$ cat config.mk
export PLATFORM = sky130hd
export DESIGN_NAME = seq_detector_moore_param_flat
export DESIGN_NICKNAME = d
export VERILOG_FILES = /design/src/rtl/seq_detector_moore_param_if.sv /design/src/rtl/seq_detector_moore_param.sv /design/src/flat_wrapper.sv
export SDC_FILE = /design/constraint.sdc
export NUM_CORES = 1
export LEC_CHECK = 0
export CORE_UTILIZATION = 60
export DETAILED_ROUTE_END_ITERATION = 10
export DONT_BUFFER_PORTS = 1
export PLACE_DENSITY = 0.86
export SLEW_MARGIN = 0
export SYNTH_ARGS = -nofsm -noshare
export SYNTH_HDL_FRONTEND = slang
export SYNTH_SLANG_ARGS = --single-unit
$ cat constraint.sdc
create_clock -name clk -period 3.2 [get_ports clk]
set_input_delay 0.32 -clock clk [delete_from_list [all_inputs] [get_ports clk]]
set_output_delay 0.32 -clock clk [all_outputs]
set_load 0.03 [all_outputs]
$ cat src/rtl/seq_detector_moore_param_if.sv
// Serial-stream detector bus: data/valid, configuration and status signals.
interface seq_detector_moore_param_if #(
   parameter int unsigned PAT_W = 8,
   parameter int unsigned CNT_W = 16
);
   localparam int unsigned LEN_W = $clog2(PAT_W + 1);

   logic             din;
   logic             din_valid;
   logic             cfg_load;
   logic [PAT_W-1:0] pattern;
   logic [LEN_W-1:0] pat_len;
   logic             overlap_en;
   logic             cnt_clr;
   logic             dout;
   logic [CNT_W-1:0] match_count;
   logic             count_sat;

   modport master (
      output din, din_valid, cfg_load, pattern, pat_len, overlap_en, cnt_clr,
      input  dout, match_count, count_sat
   );

   modport slave (
      input  din, din_valid, cfg_load, pattern, pat_len, overlap_en, cnt_clr,
      output dout, match_count, count_sat
   );
endinterface

$ cat src/rtl/seq_detector_moore_param.sv
// Programmable Moore serial-pattern detector with overlap control and a
// saturating match counter; reset config reproduces the legacy 1010 detector.
module seq_detector_moore_param #(
   parameter int unsigned      PAT_W       = 8,
   parameter int unsigned      CNT_W       = 16,
   parameter int unsigned      LEN_W       = $clog2(PAT_W + 1),
   parameter logic [PAT_W-1:0] RST_PATTERN = PAT_W'(4'b1010),
   parameter int unsigned      RST_LEN     = 4,
   parameter bit               RST_OVERLAP = 1'b1
) (
   input logic                       clk,
   input logic                       reset,
   seq_detector_moore_param_if.slave bus
);
   localparam logic [LEN_W-1:0] PAT_W_L = LEN_W'(PAT_W);

   logic [PAT_W-1:0] pat_q, pat_d;
   logic [LEN_W-1:0] len_q, len_d;
   logic             ovl_q, ovl_d;
   logic [PAT_W-1:0] hist_q, hist_d, hist_n, mask;
   logic [LEN_W-1:0] fill_q, fill_d, fill_n, len_eff;
   logic             dout_q, dout_d;
   logic [CNT_W-1:0] cnt_q, cnt_d;
   logic             sat_q, sat_d;
   logic             accept, match;

   // Candidate history after accepting din; only the low len_eff bits are compared.
   always_comb begin
      len_eff = (len_q > PAT_W_L) ? PAT_W_L : len_q;
      hist_n  = {hist_q[PAT_W-2:0], bus.din};
      fill_n  = (fill_q >= PAT_W_L) ? PAT_W_L : fill_q + LEN_W'(1);
      mask    = '0;
      for (int unsigned k = 0; k < PAT_W; k++) begin
         mask[k] = (k < 32'(len_eff));
      end
      match  = (len_eff != '0) && (fill_n >= len_eff) &&
               (((hist_n ^ pat_q) & mask) == '0);
      accept = bus.din_valid && !bus.cfg_load;
   end

   always_comb begin
      pat_d  = pat_q;
      len_d  = len_q;
      ovl_d  = ovl_q;
      hist_d = hist_q;
      fill_d = fill_q;
      dout_d = dout_q;
      cnt_d  = cnt_q;
      sat_d  = sat_q;

      if (bus.cfg_load) begin
         pat_d  = bus.pattern;
         len_d  = bus.pat_len;
         ovl_d  = bus.overlap_en;
         hist_d = '0;
         fill_d = '0;
         dout_d = 1'b0;
      end else if (bus.din_valid) begin
         hist_d = hist_n;
         fill_d = (match && !ovl_q) ? '0 : fill_n;
         dout_d = match;
      end

      if (bus.cnt_clr) begin
         cnt_d = '0;
         sat_d = 1'b0;
      end else if (accept && match) begin
         if (cnt_q != '1) begin
            cnt_d = cnt_q + CNT_W'(1);
         end
         if (cnt_d == '1) begin
            sat_d = 1'b1;
         end
      end
   end

   always_ff @(posedge clk or posedge reset) begin
      if (reset) begin
         pat_q  <= RST_PATTERN;
         len_q  <= LEN_W'(RST_LEN);
         ovl_q  <= RST_OVERLAP;
         hist_q <= '0;
         fill_q <= '0;
         dout_q <= 1'b0;
         cnt_q  <= '0;
         sat_q  <= 1'b0;
      end else begin
         pat_q  <= pat_d;
         len_q  <= len_d;
         ovl_q  <= ovl_d;
         hist_q <= hist_d;
         fill_q <= fill_d;
         dout_q <= dout_d;
         cnt_q  <= cnt_d;
         sat_q  <= sat_d;
      end
   end

   assign bus.dout        = dout_q;
   assign bus.match_count = cnt_q;
   assign bus.count_sat   = sat_q;
endmodule

$ cat src/flat_wrapper.sv
// flat-port wrapper written by rule: the top's interface ports become plain ports
module seq_detector_moore_param_flat 
#(
   parameter int unsigned      PAT_W       = 8,
   parameter int unsigned      CNT_W       = 16,
   parameter int unsigned      LEN_W       = $clog2(PAT_W + 1),
   parameter logic [PAT_W-1:0] RST_PATTERN = PAT_W'(4'b1010),
   parameter int unsigned      RST_LEN     = 4,
   parameter bit               RST_OVERLAP = 1'b1
)
  (clk, reset, bus_din, bus_din_valid, bus_cfg_load, bus_pattern, bus_pat_len, bus_overlap_en, bus_cnt_clr, bus_dout, bus_match_count, bus_count_sat);
  seq_detector_moore_param_if #(.PAT_W(PAT_W), .CNT_W(CNT_W)) bus_i ();
  input logic clk;
  input logic reset;
  input wire logic [$bits(bus_i.din)-1:0] bus_din;
  input wire logic [$bits(bus_i.din_valid)-1:0] bus_din_valid;
  input wire logic [$bits(bus_i.cfg_load)-1:0] bus_cfg_load;
  input wire logic [$bits(bus_i.pattern)-1:0] bus_pattern;
  input wire logic [$bits(bus_i.pat_len)-1:0] bus_pat_len;
  input wire logic [$bits(bus_i.overlap_en)-1:0] bus_overlap_en;
  input wire logic [$bits(bus_i.cnt_clr)-1:0] bus_cnt_clr;
  output wire logic [$bits(bus_i.dout)-1:0] bus_dout;
  output wire logic [$bits(bus_i.match_count)-1:0] bus_match_count;
  output wire logic [$bits(bus_i.count_sat)-1:0] bus_count_sat;
  assign bus_i.din = bus_din;
  assign bus_i.din_valid = bus_din_valid;
  assign bus_i.cfg_load = bus_cfg_load;
  assign bus_i.pattern = bus_pattern;
  assign bus_i.pat_len = bus_pat_len;
  assign bus_i.overlap_en = bus_overlap_en;
  assign bus_i.cnt_clr = bus_cnt_clr;
  assign bus_dout = bus_i.dout;
  assign bus_match_count = bus_i.match_count;
  assign bus_count_sat = bus_i.count_sat;
  seq_detector_moore_param #(.PAT_W(PAT_W), .CNT_W(CNT_W), .LEN_W(LEN_W), .RST_PATTERN(RST_PATTERN), .RST_LEN(RST_LEN), .RST_OVERLAP(RST_OVERLAP)) u_core (.clk(clk), .reset(reset), .bus(bus_i));
endmodule
Yosys cells after proc, flatten, opt, wreduce, memory -nomap -nowiden
Cells that the tools add are included.
{"block": "op_classes", "eq_ne": 2, "bitwise_logic": 2, "n_lt_le_gt_ge": 11, "n_addsub": 2, "n_reduce_logical": 13, "mux": 17}
{"cell": "$mux 16", "count": 5}
{"cell": "$mux 4", "count": 5}
{"cell": "$add 16x1->16 const B", "count": 1}
{"cell": "$eq 16x16->1 const B", "count": 1}
{"cell": "$lt 3x4->1 const A", "count": 4}
{"cell": "$ne 16x16->1 const B", "count": 1}
{"cell": "$mux 7", "count": 2}
{"cell": "$and 8x8->8", "count": 1}
{"cell": "$logic_not 8->1", "count": 1}
{"cell": "$lt 1x4->1 const A", "count": 2}
{"cell": "$lt 2x4->1 const A", "count": 2}
{"cell": "$xor 8x8->8", "count": 1}
{"cell": "$reduce_bool 2->1", "count": 3}
{"cell": "$logic_and 1x1->1", "count": 5}
{"cell": "$mux 1", "count": 5}
{"cell": "$add 4x1->4 const B", "count": 1}
{"cell": "$ge 4x4->1", "count": 1}
{"cell": "$ge 4x4->1 const B", "count": 1}
{"cell": "$gt 4x4->1 const B", "count": 1}
{"cell": "$reduce_bool 4->1", "count": 1}
{"cell": "$logic_not 1->1", "count": 2}
{"cell": "$reduce_and 2->1", "count": 1}
{"block": "totals", "inputBits": 19, "regBits": 42, "output_inout_bits": 18, "elab_cells": 55}

Logic depth before layout (Yosys ltp)
Gate-level depths: netlist of run 1.
{"block": "logic_depth", "depth_word": 13, "mapped_depth": 12, "depth_no_buf": 10}

Least setup slack after synthesis of run 1
Ideal clock, no wire load.
{"block": "synth_timing", "path_type": "flip-flop to flip-flop", "startpoint": "register u_core.fill_q[0]", "endpoint": "register u_core.cnt_q[3] (netlist: u_core.bus.match_count[3])", "required_time_ns": 3.122, "setup_ns": 0.078, "path_stages_with_launch": 12, "path_buffers": 1, "slack_ns": 0.725, "synth_period_minus_slack_ns": 2.475, "t_arrival_ns": 2.397, "cell_sequence": "dfrtp_1 ha_1 xnor2_1 nor2_1 ha_1 o21a_1 o22ai_1 nor3_1 o211ai_2 buf_6 or4_1 a21oi_1"}
{"block": "synth_between", "elab_chain_cells": 7, "elab_cells_between_ends": 8, "cone_classes": "add/sub (1); order compare (2); mux (1); reduce/logical (4)"}
{"element": "start, declared", "line_no": "seq_detector_moore_param.sv:21", "text": "logic [LEN_W-1:0] fill_q, fill_d, fill_n, len_eff;"}
{"element": "start signal, assigned", "line_no": "seq_detector_moore_param.sv:92", "text": "fill_q <= fill_d;"}
{"element": "$add 4x1->4 or $ge 4x4->1 (tied branches)", "line_no": "seq_detector_moore_param.sv:31", "text": "fill_n = (fill_q >= PAT_W_L) ? PAT_W_L : fill_q + LEN_W'(1);"}
{"element": "$mux 4 *", "line_no": "seq_detector_moore_param.sv:31"}
{"element": "$ge 4x4->1 *", "line_no": "seq_detector_moore_param.sv:36", "text": "match = (len_eff != '0) && (fill_n >= len_eff) &&"}
{"element": "$logic_and 1x1->1 * (2 in series)", "line_no": "seq_detector_moore_param.sv:36"}
{"element": "$logic_and 1x1->1 *", "line_no": "seq_detector_moore_param.sv:67", "text": "end else if (accept && match) begin"}
{"element": "$reduce_bool 2->1 (no line) *"}
{"element": "end signal, assigned", "line_no": "seq_detector_moore_param.sv:94", "text": "cnt_q <= cnt_d;"}
{"element": "end, declared", "line_no": "seq_detector_moore_param.sv:23", "text": "logic [CNT_W-1:0] cnt_q, cnt_d;"}
Every way passes the cells marked *; elsewhere a longest branch is shown, timed or not.
A chain may end at the register's enable or synchronous reset.

Final worst setup path of run 1
{"block": "layout_timing", "startpoint": "register u_core.fill_q[0]", "endpoint": "register u_core.cnt_q[11] (netlist: u_core.bus.match_count[11])"}
Same word-level chain as after synthesis.

==> metrics.txt, run 1 <==
final worst-path cycle share=90.4%; crit start category=register; H-tree level count=2; vias in the first global route=1993; setup TNS=0 ns; hold slack=0.0300 ns; design area=2600 µm²; TritonCTS clock tree=done; Yosys Warn Count=0; # diodes=0; Crit path top cell by count=ha_1; CP Max Fanout=22; clk sinks=42; CORE AREA=3800 µm²; P per Cell Area=419 nW/µm²; critical path class=register to register; Die Wd=66.0 µm; global-route wire length before repair=9300 µm; Post-DRT Antenna Nets=0; # IOs=37; die area=4360 µm²; grt ovf=0; Starting DRT DRC Count=226; Worst R2R Start=u_core.fill_q[0]$_DFFE_PP0P_; maximum clock frequency=0.346 GHz; DP Area=2490 µm²; #FFs+latches synth=42; Max Slew Vio Count=0; largest net degree at the start of global routing=43; initial core utilization=64.7%; Via Count=1992; synthesized area per cell=9.75 µm²; Syn-to-layout area delta=5.80%; syn nets=278; worst-path cell chain=ha_1 -> xnor2_1 -> nor2_1 -> ha_1 -> o21a_1 -> o22ai_1 -> nor3_1 -> o211ai_2 -> or4_1 -> a21oi_1; Via-to-Cell Ratio=6.66; Crit. Startpoint=u_core.fill_q[0]$_DFFE_PP0P_; Setup violations, final=0; Die Height=66.0 µm; Gate Count Post-Synth=252; worst-skew pair later-pin latency=0.29 ns; WL/cell=18.3 µm; Reg2Reg Setup Slack=0.31 ns; CP bufs+invs=0; Inst Count DP=291; Slew @ Worst Pin=0.814 ns; GRT Total Usage=28.2%; ys flop type=dfrtp_1; post-synthesis sequential area ratio=43.0%; CTS Buffer Depth=2; CTS Hold Bufs=0; WP data required=3.42 ns; DRC viols=0; Final #Nets=276; pre-CTS setup slack=0.334 ns; asr flop ratio synth=100%; initial antenna violation count=0; RR Endpoint=u_core.bus.match_count[11]$_DFFE_PP0P_; cell leakage power=1.08 nW; Tot Pwr=1.09 mW; Slew Limit Headroom=45.5%; Pre-antenna DRT Iters=4; clk slew on worst S/H paths=0.08 ns; Worst VDD drop=0.321 mV; Post-synth EDFFs=0; Crit-path slowest cell=or4_1; Max Cap Violations=0; Hold Vio Cnt, Final=0; Worst path top cell family by delay=simple AND/OR/NAND/NOR gates; post-detail-place hpwl=3900 µm; outcome=completed; most frequent cells in the layout=dfrtp_1, nor2_1, a21oi_1; Routed WL=5460 µm; clk_skew=0.00274 ns; number of I/O port buffers=0; Hold WC Path Type=input pin to async pin; Worst Path Arrival=3.11 ns; fin crit period=2.89 ns; RSZ-0062 raised after global routing=no; layout cell share with drive strength beyond 1=13.5%; setup ws final=0.308 ns; Post-CTS Resized=0; commonest non-fill, non-tap cell in the layout=dfrtp_1; Cell variety after synth=47; row cnt=22; global placer's final weighted congestion=0.901; Layout Utilization=68.4%; clock root buffer=clkbuf_8; total CTS buffers=5; Mapped Area=2460 µm²; Post-CTS Setup Repair Bufs=0; Critical Path End Type=register; fin cells=299; slowest stage delay, CP=0.63 ns; R2R cell count=10
==> report_power, final <==
group          internal [mW]  switching [mW]  total, mW
sequential             0.555          0.0209      0.576
combinational         0.0491          0.0546      0.104
clock                  0.233           0.178      0.410
total                  0.837           0.253       1.09
==> area by class of cell <==
type | instances | area (µm²)
Multi-Input combinational cell | 188 | 1310
Fill cell | 297 | 1200
Sequential cell | 42 | 1060
Clock buffer | 6 | 72.6
Tap cell | 48 | 60.1
Clock inverter | 2 | 37.5
Timing Repair Buffer | 5 | 37.5
Inverter | 8 | 30.0
==> sequential cells by signal, summed over array words and instances (netlist names) <==
signal and cells:
u_core.len_q 4, u_core.fill_q 4, u_core.bus.count_sat 1, u_core.hist_q 7, u_core.ovl_q 1, u_core.bus.dout 1, u_core.bus.match_count 16, u_core.pat_q 8
==> synth_stat cells, drive strengths merged, types with 5 or more instances <==
master,count,share of area [%]
dfrtp,38,39
a21oi,19,4.0
nor2,19,2.9
nand3,15,3.1
mux2,14,6.4
nand2,12,1.8
clkbuf,9,1.4
mux2i,9,3.7
o21ai,9,1.8
xnor2,9,3.2
inv,8,1.2
ha,7,3.6
o31ai,7,2.1
and3,6,1.5
or4,6,1.8
a31oi,5,1.3
buf,5,1.2
xor2,5,1.8
==> worst max-delay path by stage <==
stage	end	slack, ns	depth (start not counted)
2_1_floorplan	u_core.bus.match_count[3]$_DFFE_PP0P_	0.73	11
3_3_place_gp	u_core.bus.match_count[3]$_DFFE_PP0P_	0.50	10
3_5_place_dp	u_core.bus.match_count[11]$_DFFE_PP0P_	0.33	10
4_1_cts	u_core.bus.match_count[11]$_DFFE_PP0P_	0.32	10
5_1_grt	u_core.bus.match_count[10]$_DFFE_PP0P_	0.09	10
6_report	u_core.bus.match_count[11]$_DFFE_PP0P_	0.31	10
==> metal layers <==
layer / routed length (µm) / global-route usage [%] / up-vias
met5: 0 / 0 / -
met4: 62 / 10.9 / 0
met3: 432 / 6.38 / 8
met2: 2730 / 46.3 / 93
met1: 2230 / 35.9 / 963
li1: - / - / 928
==> kinds of logic after synthesis <==
kind of cell               count (synthesis)  synth area share [%]
buffers and inverters                     22                  3.87
AOI/OAI and AO/OA                         58                  15.9
DFF                                       42                  43.0
muxes                                     23                  10.1
and+or+nand+nor                           86                  18.6
adders and majority gates                  7                  3.56
xor gates and xnor gates                  14                  4.99
==> worst register-to-register path, stage by stage, from the launching register on <==
cell and delay (ns):
dfrtp_1 0.43, ha_1 0.23, xnor2_1 0.14, nor2_1 0.08
ha_1 0.29, o21a_1 0.10, o22ai_1 0.07, nor3_1 0.28
o211ai_2 0.40, or4_1 0.63, a21oi_1 0.17
Note: power is estimated with default switching activity, not from simulation.
==> inputs of run 2 (changes only) <==
--- a/config.mk
+++ b/config.mk
@@ -5,6 +5,7 @@
 export SDC_FILE = /design/constraint.sdc
 export NUM_CORES = 1
 export LEC_CHECK = 0
+export CORE_ASPECT_RATIO = 1.75
 export CORE_UTILIZATION = 60
 export DETAILED_ROUTE_END_ITERATION = 10
 export DONT_BUFFER_PORTS = 1
==> run 2 against run 1 <==
- wire length is 2.5% higher
- maximum frequency is 0.67% lower
- non-clock buffer count is 3 higher
- setup slack worse by 0.019 ns
- count of clock-buffer cells in the layout is 2 higher
- clock power is 5.1% lower
- via count is 2.2% higher
- first-iteration DRC count is 72% lower
- combinational power hardly changed
- clock skew is 0.0032 ns higher
- highest routed layer unchanged
==> metrics.txt, run 2 (synthesis results as in run 1) <==
number of I/O port buffers=0; CP Max Fanout=22; Seq pwr share=53.8%; initial antenna violation count=0; WL/cell=18.5 µm; M3 GR Usage=6.32%; Via Count=2035; Max Cap Violations=0; Hold WC Path Type=input pin to register; post-detail-place hpwl=4070 µm; Inst Count DP=294; Post-CTS Setup Repair Bufs=0; slowest stage delay, CP=0.61 ns; clock root buffer=clkbuf_8; fin crit period=2.91 ns; Crit path top cell by count=ha_1; RSZ-0062 raised after global routing=no; pre-CTS setup slack=0.338 ns; Crit-path slowest cell=or4_1; initial core utilization=62.9%; Layout Utilization=67.2%; most frequent cells in the layout=dfrtp_1, nor2_1, a21oi_1; Via-to-Cell Ratio=6.74; Post-DRT Antenna Nets=0; DRC viols=0; WP data required=3.42 ns; crit start category=register; Max Slew Vio Count=0; Routed WL=5600 µm; die area=4370 µm²; Slew Limit Headroom=23.1%; clk_skew=0.00590 ns; grt ovf=0; Internal=0.823 mW; vias in the first global route=2053; clock network fraction of design power=36.3%; CORE AREA=3900 µm²; layout cell share with drive strength beyond 1=15.0%; commonest non-fill, non-tap cell in the layout=dfrtp_1; net switching share of the total power=23.2%; GR Layer Usage met1=28.3%; Hold Vio Cnt, Final=0; Die Height=86.7 µm; Critical Path End Type=register; P per Cell Area=409 nW/µm²; largest net degree at the start of global routing=32; worst-path cell chain=ha_1 -> xnor2_1 -> nor2_1 -> ha_1 -> o21a_1 -> o22ai_1 -> nor3_1 -> o211ai_2 -> or4_1 -> a21oi_1; Slew @ Worst Pin=1.15 ns; NetSw=0.249 mW; setup TNS=0 ns; CP bufs+invs=0; global placer's final weighted congestion=0.890; Starting DRT DRC Count=63; row cnt=30; global-route wire length before repair=9160 µm; Comb pwr share=9.8%; clk sinks=42; setup ws final=0.289 ns; worst-skew pair later-pin latency=0.29 ns; CTS Buffer Depth=2; Final #Nets=279; GRT Total Usage=28.7%; outcome=completed; Setup violations, final=0; CTS Hold Bufs=0; Worst path top cell family by delay=simple AND/OR/NAND/NOR gates; H-tree level count=2; Worst VDD drop=0.389 mV; GR peak layer=met2; fin cells=302; total CTS buffers=5; Worst Path Arrival=3.13 ns; maximum clock frequency=0.344 GHz; cell leakage power=1.10 nW; Largest register FFs=16; met2 usage=51.5%; critical path class=register to register; final worst-path cycle share=91.0%; # diodes=0; Post-CTS Resized=0; # IOs=37; Syn-to-layout area delta=6.72%; clk slew on worst S/H paths=0.08 ns; Pre-antenna DRT Iters=4; Die Wd=50.4 µm; TritonCTS clock tree=done
[run 2: cell count changes in the layout (fill, tap and decap cells not counted), sizes merged]
cell      previous run  this run
clkinvlp             1         0
buf                  5         8
clkbuf               6         8
bufinv               1         0
clkinv               1         0
inv                  7         8
[run 2: worst register-to-register path, cell delays in order (launching register included)]
cell and delay [ns]:
dfrtp_1 0.43, ha_1 0.24, xnor2_1 0.13, nor2_1 0.08, ha_1 0.28, o21a_1 0.10, o22ai_1 0.07, nor3_1 0.32
o211ai_2 0.41, or4_1 0.62, a21oi_1 0.16
[run 2: cell type report]
type                            instances  area [µm²]
Fill cell                             320        1280
Inverter                                8        30.0
Clock buffer                            8         110
Timing Repair Buffer                    8        60.1
Multi-Input combinational cell        188        1310
Tap cell                               48        60.1
Sequential cell                        42        1060
[run 2: stage by stage]
step	area [µm²]	power, mW	hold slack, ns
CTS	2620	1.08	0.0674
global route	2620	1.12	0.0614
floorplan	2460	0.674	0.441
finish	2620	1.07	0.0797
detailed placement	2510	0.692	0.389
global placement	2510	0.686	0.386
[run 2: routing by layer]
layer / vias to the layer above / share of wire, % / wire length (µm)
met2: 93 / 53 / 2960
met3: 26 / 5.5 / 310
met1: 984 / 36 / 2030
li1: 932 / - / -
met4: 0 / 5.3 / 295
met5: - / 0 / 0
[run 2: power by group through the flow]
stage | Combinational (mW) | Clock [mW] | Sequential [mW]
after global routing | 0.119 | 0.423 | 0.579
after detailed placement | 0.106 | 0 | 0.586
after CTS | 0.106 | 0.403 | 0.576
after global placement | 0.101 | 0 | 0.585
final | 0.105 | 0.389 | 0.577
after floorplan | 0.0944 | 0 | 0.580
[run 2: path summary, 6_finish.rpt]
path	from	endpoint	slack, ns	depth (start not counted)
max	u_core.fill_q[0]$_DFFE_PP0P_	u_core.bus.match_count[5]$_DFFE_PP0P_	0.29	10
min in group asynchronous	reset	u_core.bus.match_count[10]$_DFFE_PP0P_	0.22	1
min	bus_cnt_clr	u_core.bus.match_count[14]$_DFFE_PP0P_	0.08	1
max reg2reg	u_core.fill_q[0]$_DFFE_PP0P_	u_core.bus.match_count[5]$_DFFE_PP0P_	0.29	10
min reg2reg	u_core.pat_q[7]$_DFFE_PP0P_	u_core.pat_q[7]$_DFFE_PP0P_	0.55	1
max in group asynchronous	reset	u_core.bus.match_count[4]$_DFFE_PP0P_	2.20	2
